**src/rtl/mic1_mem_bridge.sv**
```systemverilog
// Bridge from the MIC-1 MAR/MDR port to an 8-bit strobe/ack bus: each word
// transfer goes out as four byte phases (CMD, ADDR, DHI, DLO), each one a 4-phase handshake.
//   state  | meaning
//   IDLE   | waiting for a request, req_ready high
//   CMD    | {we, 000, addr[11:8]} phase
//   ADDR   | addr[7:0] phase
//   DHI    | data high byte (driven on write, captured on read)
//   DLO    | data low byte
//   RESP   | one-cycle response pulse
module mic1_mem_bridge #(
  parameter int ADDR_W  = 12,
  parameter int DATA_W  = 16,
  parameter int TIMEOUT = 255
) (
  input  logic              clk,
  input  logic              rst,
  input  logic              req_valid,
  output logic              req_ready,
  input  logic              req_we,
  input  logic [ADDR_W-1:0] req_addr,
  input  logic [DATA_W-1:0] req_wdata,
  output logic              rsp_valid,
  output logic              rsp_err,
  output logic [DATA_W-1:0] rsp_rdata,
  output logic [7:0]        bus_out,
  output logic              bus_oe,
  output logic              bus_strobe,
  input  logic [7:0]        bus_in,
  input  logic              bus_ack,
  output logic              busy
);

  localparam int CNT_W = $clog2(TIMEOUT + 1);

  typedef enum logic [2:0] {
    S_IDLE, S_CMD, S_ADDR, S_DHI, S_DLO, S_RESP
  } state_t;

  state_t              state_q, state_d, phase_next;
  logic                rel_q, rel_d;
  logic [CNT_W-1:0]    cnt_q, cnt_d;
  logic                err_q, err_d;
  logic                we_q, we_d;
  logic [ADDR_W-1:0]   addr_q, addr_d;
  logic [DATA_W-1:0]   wdata_q, wdata_d;
  logic [DATA_W-1:0]   rdata_q, rdata_d;
  logic [DATA_W-1:0]   rsp_rdata_q, rsp_rdata_d;
  logic                in_phase, ack_seen;

  always_ff @(posedge clk) begin
    if (rst) begin
      state_q     <= S_IDLE;
      rel_q       <= 1'b0;
      cnt_q       <= '0;
      err_q       <= 1'b0;
      we_q        <= 1'b0;
      addr_q      <= '0;
      wdata_q     <= '0;
      rdata_q     <= '0;
      rsp_rdata_q <= '0;
    end else begin
      state_q     <= state_d;
      rel_q       <= rel_d;
      cnt_q       <= cnt_d;
      err_q       <= err_d;
      we_q        <= we_d;
      addr_q      <= addr_d;
      wdata_q     <= wdata_d;
      rdata_q     <= rdata_d;
      rsp_rdata_q <= rsp_rdata_d;
    end
  end

  always_comb begin
    state_d     = state_q;
    rel_d       = rel_q;
    cnt_d       = cnt_q;
    err_d       = err_q;
    we_d        = we_q;
    addr_d      = addr_q;
    wdata_d     = wdata_q;
    rdata_d     = rdata_q;
    rsp_rdata_d = rsp_rdata_q;
    // STB waits for ack high, REL waits for ack low
    ack_seen    = rel_q ? !bus_ack : bus_ack;

    case (state_q)
      S_CMD:   phase_next = S_ADDR;
      S_ADDR:  phase_next = S_DHI;
      S_DHI:   phase_next = S_DLO;
      default: phase_next = S_RESP;
    endcase

    case (state_q)
      S_IDLE: begin
        if (req_valid) begin
          state_d = S_CMD;
          rel_d   = 1'b0;
          cnt_d   = '0;
          err_d   = 1'b0;
          we_d    = req_we;
          addr_d  = req_addr;
          wdata_d = req_wdata;
          rdata_d = '0;
        end
      end
      S_CMD, S_ADDR, S_DHI, S_DLO: begin
        if (ack_seen) begin
          cnt_d = '0;
          if (!rel_q) begin
            rel_d = 1'b1;
            if (!we_q && state_q == S_DHI) rdata_d[DATA_W-1 -: 8] = bus_in;
            if (!we_q && state_q == S_DLO) rdata_d[7:0] = bus_in;
          end else begin
            rel_d   = 1'b0;
            state_d = phase_next;
            if (!we_q && state_q == S_DLO) rsp_rdata_d = rdata_q;
          end
        end else if (cnt_q == CNT_W'(TIMEOUT - 1)) begin
          state_d = S_RESP;
          rel_d   = 1'b0;
          cnt_d   = '0;
          err_d   = 1'b1;
          if (!we_q) rsp_rdata_d = '0;
        end else begin
          cnt_d = cnt_q + CNT_W'(1);
        end
      end
      S_RESP:  state_d = S_IDLE;
      default: state_d = S_IDLE;
    endcase
  end

  always_comb begin
    in_phase   = (state_q == S_CMD) || (state_q == S_ADDR) ||
                 (state_q == S_DHI) || (state_q == S_DLO);
    req_ready  = (state_q == S_IDLE);
    busy       = (state_q != S_IDLE);
    rsp_valid  = (state_q == S_RESP);
    rsp_err    = (state_q == S_RESP) && err_q;
    rsp_rdata  = rsp_rdata_q;
    bus_strobe = in_phase && !rel_q;
    bus_oe     = 1'b0;
    bus_out    = 8'h00;
    case (state_q)
      S_CMD: begin
        bus_oe  = 1'b1;
        bus_out = {we_q, 3'b000, addr_q[ADDR_W-1 -: 4]};
      end
      S_ADDR: begin
        bus_oe  = 1'b1;
        bus_out = addr_q[7:0];
      end
      S_DHI: begin
        bus_oe  = we_q;
        bus_out = we_q ? wdata_q[DATA_W-1 -: 8] : 8'h00;
      end
      S_DLO: begin
        bus_oe  = we_q;
        bus_out = we_q ? wdata_q[7:0] : 8'h00;
      end
      default: ;
    endcase
  end

endmodule
```
**config.mk**
```make
export PLATFORM = sky130hd
export DESIGN_NAME = mic1_mem_bridge
export DESIGN_NICKNAME = d
export VERILOG_FILES = /design/src/rtl/mic1_mem_bridge.sv
export SDC_FILE = /design/constraint.sdc
export NUM_CORES = 1
export LEC_CHECK = 0
export CAP_MARGIN = 20
export CORE_AREA = 3 3 83 85
export DETAILED_ROUTE_END_ITERATION = 6
export DIE_AREA = 0 0 86 88
export PLACE_DENSITY = 0.84
export SLEW_MARGIN = 20
export SYNTH_ARGS = -nofsm -noshare
export SYNTH_HDL_FRONTEND = slang
export SYNTH_SLANG_ARGS = --single-unit
export TNS_END_PERCENT = 100
```
**constraint.sdc**
```tcl
create_clock -name clk -period 2.9 [get_ports clk]
set_input_delay 0.29 -clock clk [delete_from_list [all_inputs] [get_ports clk]]
set_output_delay 0.29 -clock clk [all_outputs]
set_load 0.1 [all_outputs]
```
# [Word level (Yosys, flattened, before mapping)]
# Cells that the tools add are included.
[totals] regBits=74 input_bits=41
[op_classes] addsub=1 reduce_logical=25 n_eq_ne=18 n_mux=34
[op_table] op="$mux 16" count=8
[op_table] op="$mux 8" count=7
[op_table] op="$pmux 16 s2" count=1
[op_table] op="$pmux 8 s4" count=1
[op_table] op="$ne 2x2->1 const B" count=8
[op_table] op="$pmux 8 s2" count=1
[op_table] op="$reduce_and 5->1" count=3
[op_table] op="$mux 3" count=4
[op_table] op="$pmux 3 s3" count=1
[op_table] op="$add 8x1->8 const B" count=1
[op_table] op="$eq 8x8->1 const B" count=1
[op_table] op="$mux 1" count=7
[op_table] op="$eq 3x2->1 const B" count=2
[op_table] op="$eq 3x3->1 const B" count=2
[op_table] op="$ne 3x3->1 const B" count=2
[op_table] op="$pmux 1 s2" count=3
[op_table] op="$pmux 3 s2" count=1
[op_table] op="$reduce_and 3->1" count=2
[op_table] op="$logic_and 1x1->1" count=4
[op_table] op="$ne 2x1->1 const B" count=2
[op_table] op="$reduce_and 2->1" count=2
[op_table] op="$reduce_and 4->1" count=1
[op_table] op="$reduce_bool 2->1" count=2
[op_table] op="$reduce_or 2->1" count=2
[op_table] op="other kinds (6)" count=10

# [Logic depth before layout (Yosys ltp)]
[logic_depth] ltp_word=6 ltp_mapped=9 depth_no_buf=6

# [Worst setup path before layout]
# Ideal clock, no wire load.
[synth_timing] path_kind="reg-to-reg" startpoint="register state_q[2]" endpoint="register state_q[0]" path_stages_with_launch=7 setup_slack_ns=-0.575 n_path_buf=1 required_ns=2.818 period_less_slack_ns=3.475 t_arrival_ns=3.394 path_cell_list="dfxtp_1 buf_4 nor3_2 inv_1 nand3_1 nand3_1 a22oi_1"
[synth_between] word_cells_on_any_way=14 classes_between="7 x eq/ne; 4 x mux; 3 x reduce/logical"
[synth_lines] item="start, declared" line="39" rtl="state_t state_q, state_d, phase_next;"
[synth_lines] item="start signal, assigned" line="62" rtl="state_q <= state_d;"
[synth_lines] item="$logic_not 3->1 *"
[synth_lines] item="via req_ready" line="18" rtl="output logic req_ready,"
[synth_lines] item="$ne 2x2->1 (no line)"
[synth_lines] item="$reduce_and 3->1 (no line)"
# Mark *: on every way through the listed nets, which the timed path passes. The rest lies on a longest branch. The select of a mux whose other input is x is not followed.
# A chain may end at the register's enable or synchronous reset.

# [Worst setup path in the final report]
[layout_timing] startpoint="register state_q[1]" endpoint="output bus_out[4]"
[layout_between] elab_chain_len=2 word_cells_on_any_way=5 classes_between="4 x eq/ne; 1 x mux"
[layout_rtl] item="$eq 3x3->1 (tied with other cells)" line="145" rtl="case (state_q)"
[layout_rtl] item="$pmux 8 s4 *" line="145"
[layout_rtl] item="end, declared" line="25" rtl="output logic [7:0] bus_out,"
# Mark *: on every way between the ends. The rest lies on a longest branch, timed or not.

==> flow_summary.yaml <==
layout:
  fillers: 516
  regArea_sq_um: 1480
  syn_to_final_growth_pct: 27.5
  nets: 513
  fin_util: 0.693
  drive_gt1_frac: 0.140
  n_antenna_cell: 0
  multi_input_area_sq_um: 1740
timing:
  setup_viol: 0
  slew_headroom: 0.309
  min_period_ns: 2.69
  skew_ns: 0.0117
  hold_ws_ns: 0.457
  grt_setup_unrepaired: "false"
  fmax_ghz: 0.372
  drv_slew: 0
  setup-tns-final_ns: 0
  fin_crit_sh: 0.927
  tightest_slew_ns: 1.04
  finalHoldViolCount: 0
logic_synthesis:
  seq_area_frac_synth: 0.434
  synth_top_area_cell: "dfxtp_1"
  synthCells: 411
  yosysWarningCount: 0
  synth.top_cell.area_share: 0.434
  synth_commonest_cells: "nand2_1, dfxtp_1, a21oi_1"
  synth-main-ff-cell: "dfxtp_1"
  yosys-top-cells-area: "dfxtp_1, nand2_1, a21oi_1, a221oi_1, nand2b_1"
  ys_ff_latch: 74
  avgSynthCellArea_sq_um: 8.30
  syn_area_sq_um: 3410
  synth_nets: 455
  async_reset_ff_frac: 0
  yosysMostFrequentCell: "nand2_1"
  yosysUniqueCellTypes: 49
  synth_edf_count: 0
critical_path:
  worst_ep_required_time_ns: 2.61
  worstPathBufferInverterCount: 1
  cpPeakStageDelay_ns: 0.69
  crit_family: "flip-flops"
  worstSetupPathType: "reg2out"
  cp.arrival_ns: 2.40
  cp-end-kind: "output port"
  setup.worst_path.start_class: "register"
  worst-r2r-cell-count: 6
  cp_max_fo: 16
  crit_path_cell_trace: "nand2_1 -> nor2_1 -> a22oi_1 -> o21ai_1 -> buf_12"
  crit_slowest_cell: "dfxtp_1"
  cp_num_cells: 5
worst_hold_path:
  hold_path.class: "reg2reg"
  min_delay_path_depth: 2
detailed_routing:
  drtPass1Iterations: 5
  wl_per_cell_um: 16.5
  drt_iter0_markers: 242
  final_antenna_net_count: 0
  wl_um: 9050
  drc: 0
  vias: 3246
  via_per_inst: 5.90
power:
  finalPower_uw: 3650
  peakVddDrop_mv: 0.676
  leakagePower_uw: 0.00157
  powerDensity_nw_per_um2: 839
placed_design:
  hpwl_um: 5960
  portBuffers: 70
  gp_congestion: 0.847
clock_tree:
  clock_path_buffers: 2
  path_clk_slew_ns: 0.07
  clock_sinks: 74
  cts_resized: 0
  clock_latency_ns: 0.35
  numCtsBuffers: 9
  cts.hold.buffers_added: 0
  h-tree-depth: 3
  cts_tree: "built"
  clockRootBuffer: "clkbuf_8"
  cts_setup_buffers: 0
floorplan:
  ios: 71
  coreArea_sq_um: 6280
  die_w_um: 86
  rows: 29
  fp.dieArea_sq_um: 7570
  floorplan.initialDensity: 0.544
  die_h_um: 88
global_routing:
  grt_max_degree: 69
  grt_first_pass_wirelength_um: 14600
  grt_usage: 0.245
  antenna_found_initial: 0
  grt_remaining_overflow: 0
  grt_pass1_vias: 3124
outcome:
  status: "finished, final reports clean"
flow_run:
  max-cap-violations: 0
-- registers in the layout, summed over array words and instances (netlist names) --
| register | cells |
|---|---|
| rdata_q | 16 |
| rsp_rdata | 16 |
| wdata_q | 16 |
| addr_q | 12 |
| cnt_q | 8 |
| state_q | 3 |
| err_q | 1 |
| rel_q | 1 |
| we_q | 1 |
-- cells in the final DEF (no fill, tap or decap), types with 8 or more instances in the layout --
master and instances:
nand2_1 80, dfxtp_1 74, a21oi_1 50, clkdlybuf4s50_1 39, buf_4 29, nand2b_1 18, nor3_1 18, a221oi_1 16
nor2_1 15, nand3_1 14, a22oi_1 12, o21ai_0 10, clkbuf_8 10, buf_12 9, mux2i_1 8
-- path summary, 6_finish.rpt --
check,startpoint,to,slack [ns]
worst min-delay path,addr_q[0],addr_q[0],0.46
worst max-delay path,state_q[1],bus_out[4],0.21
worst max register to register,rel_q,rsp_rdata[5],0.25
worst min register to register,addr_q[0],addr_q[0],0.46
-- tightest hold or removal path, delay by kind of cell (launching register included) --
family,cells,cell delay [ns]
flops,1,0.31
simple gates,1,0.05
compound gates,1,0.05
-- metrics by stage --
| step | setup WS [ns] | std cells | instance area [sq um] |
|---|---|---|---|
| floorplan | 0.123 | 411 | 3420 |
| global placement | 0.260 | 535 | 4130 |
| detailed placement | 0.132 | 535 | 4130 |
| CTS | 0.262 | 550 | 4340 |
| global route | 0.0204 | 550 | 4350 |
| finish | 0.210 | 550 | 4350 |
-- power by group --
| group | leakage, uW | switching, uW | internal (uW) |
|---|---|---|---|
| sequential | 0.000602 | 121 | 1140 |
| combinational | 0.000852 | 1020 | 478 |
| clock | 0.000112 | 388 | 502 |
-- per-layer routing --
metal	vias to the layer above	track usage	part of all wire
met4	0	0.122	0.021
met3	20	0.0555	0.072
met1	1527	0.298	0.41
li1	1571	-	-
met2	128	0.407	0.49
met5	-	0	0
-- cell families after synthesis --
group	share of synthesized area
AOI/OAI and AO/OA	0.215
xor gates and xnor gates	0.0154
adders and majority gates	0.0110
buffers and inverters	0.0590
DFF	0.434
muxes	0.0235
and+or+nand+nor	0.242
-- final cells by class --
type / count / area share
clock buffer: 10 / 0.0316
timing repair buffer: 77 / 0.181
sequential: 74 / 0.341
inverter: 6 / 0.00518
tap: 77 / 0.0222
clock inverter: 5 / 0.0181
multi-input combinational: 301 / 0.401
(Power assumes the default switching activity.)
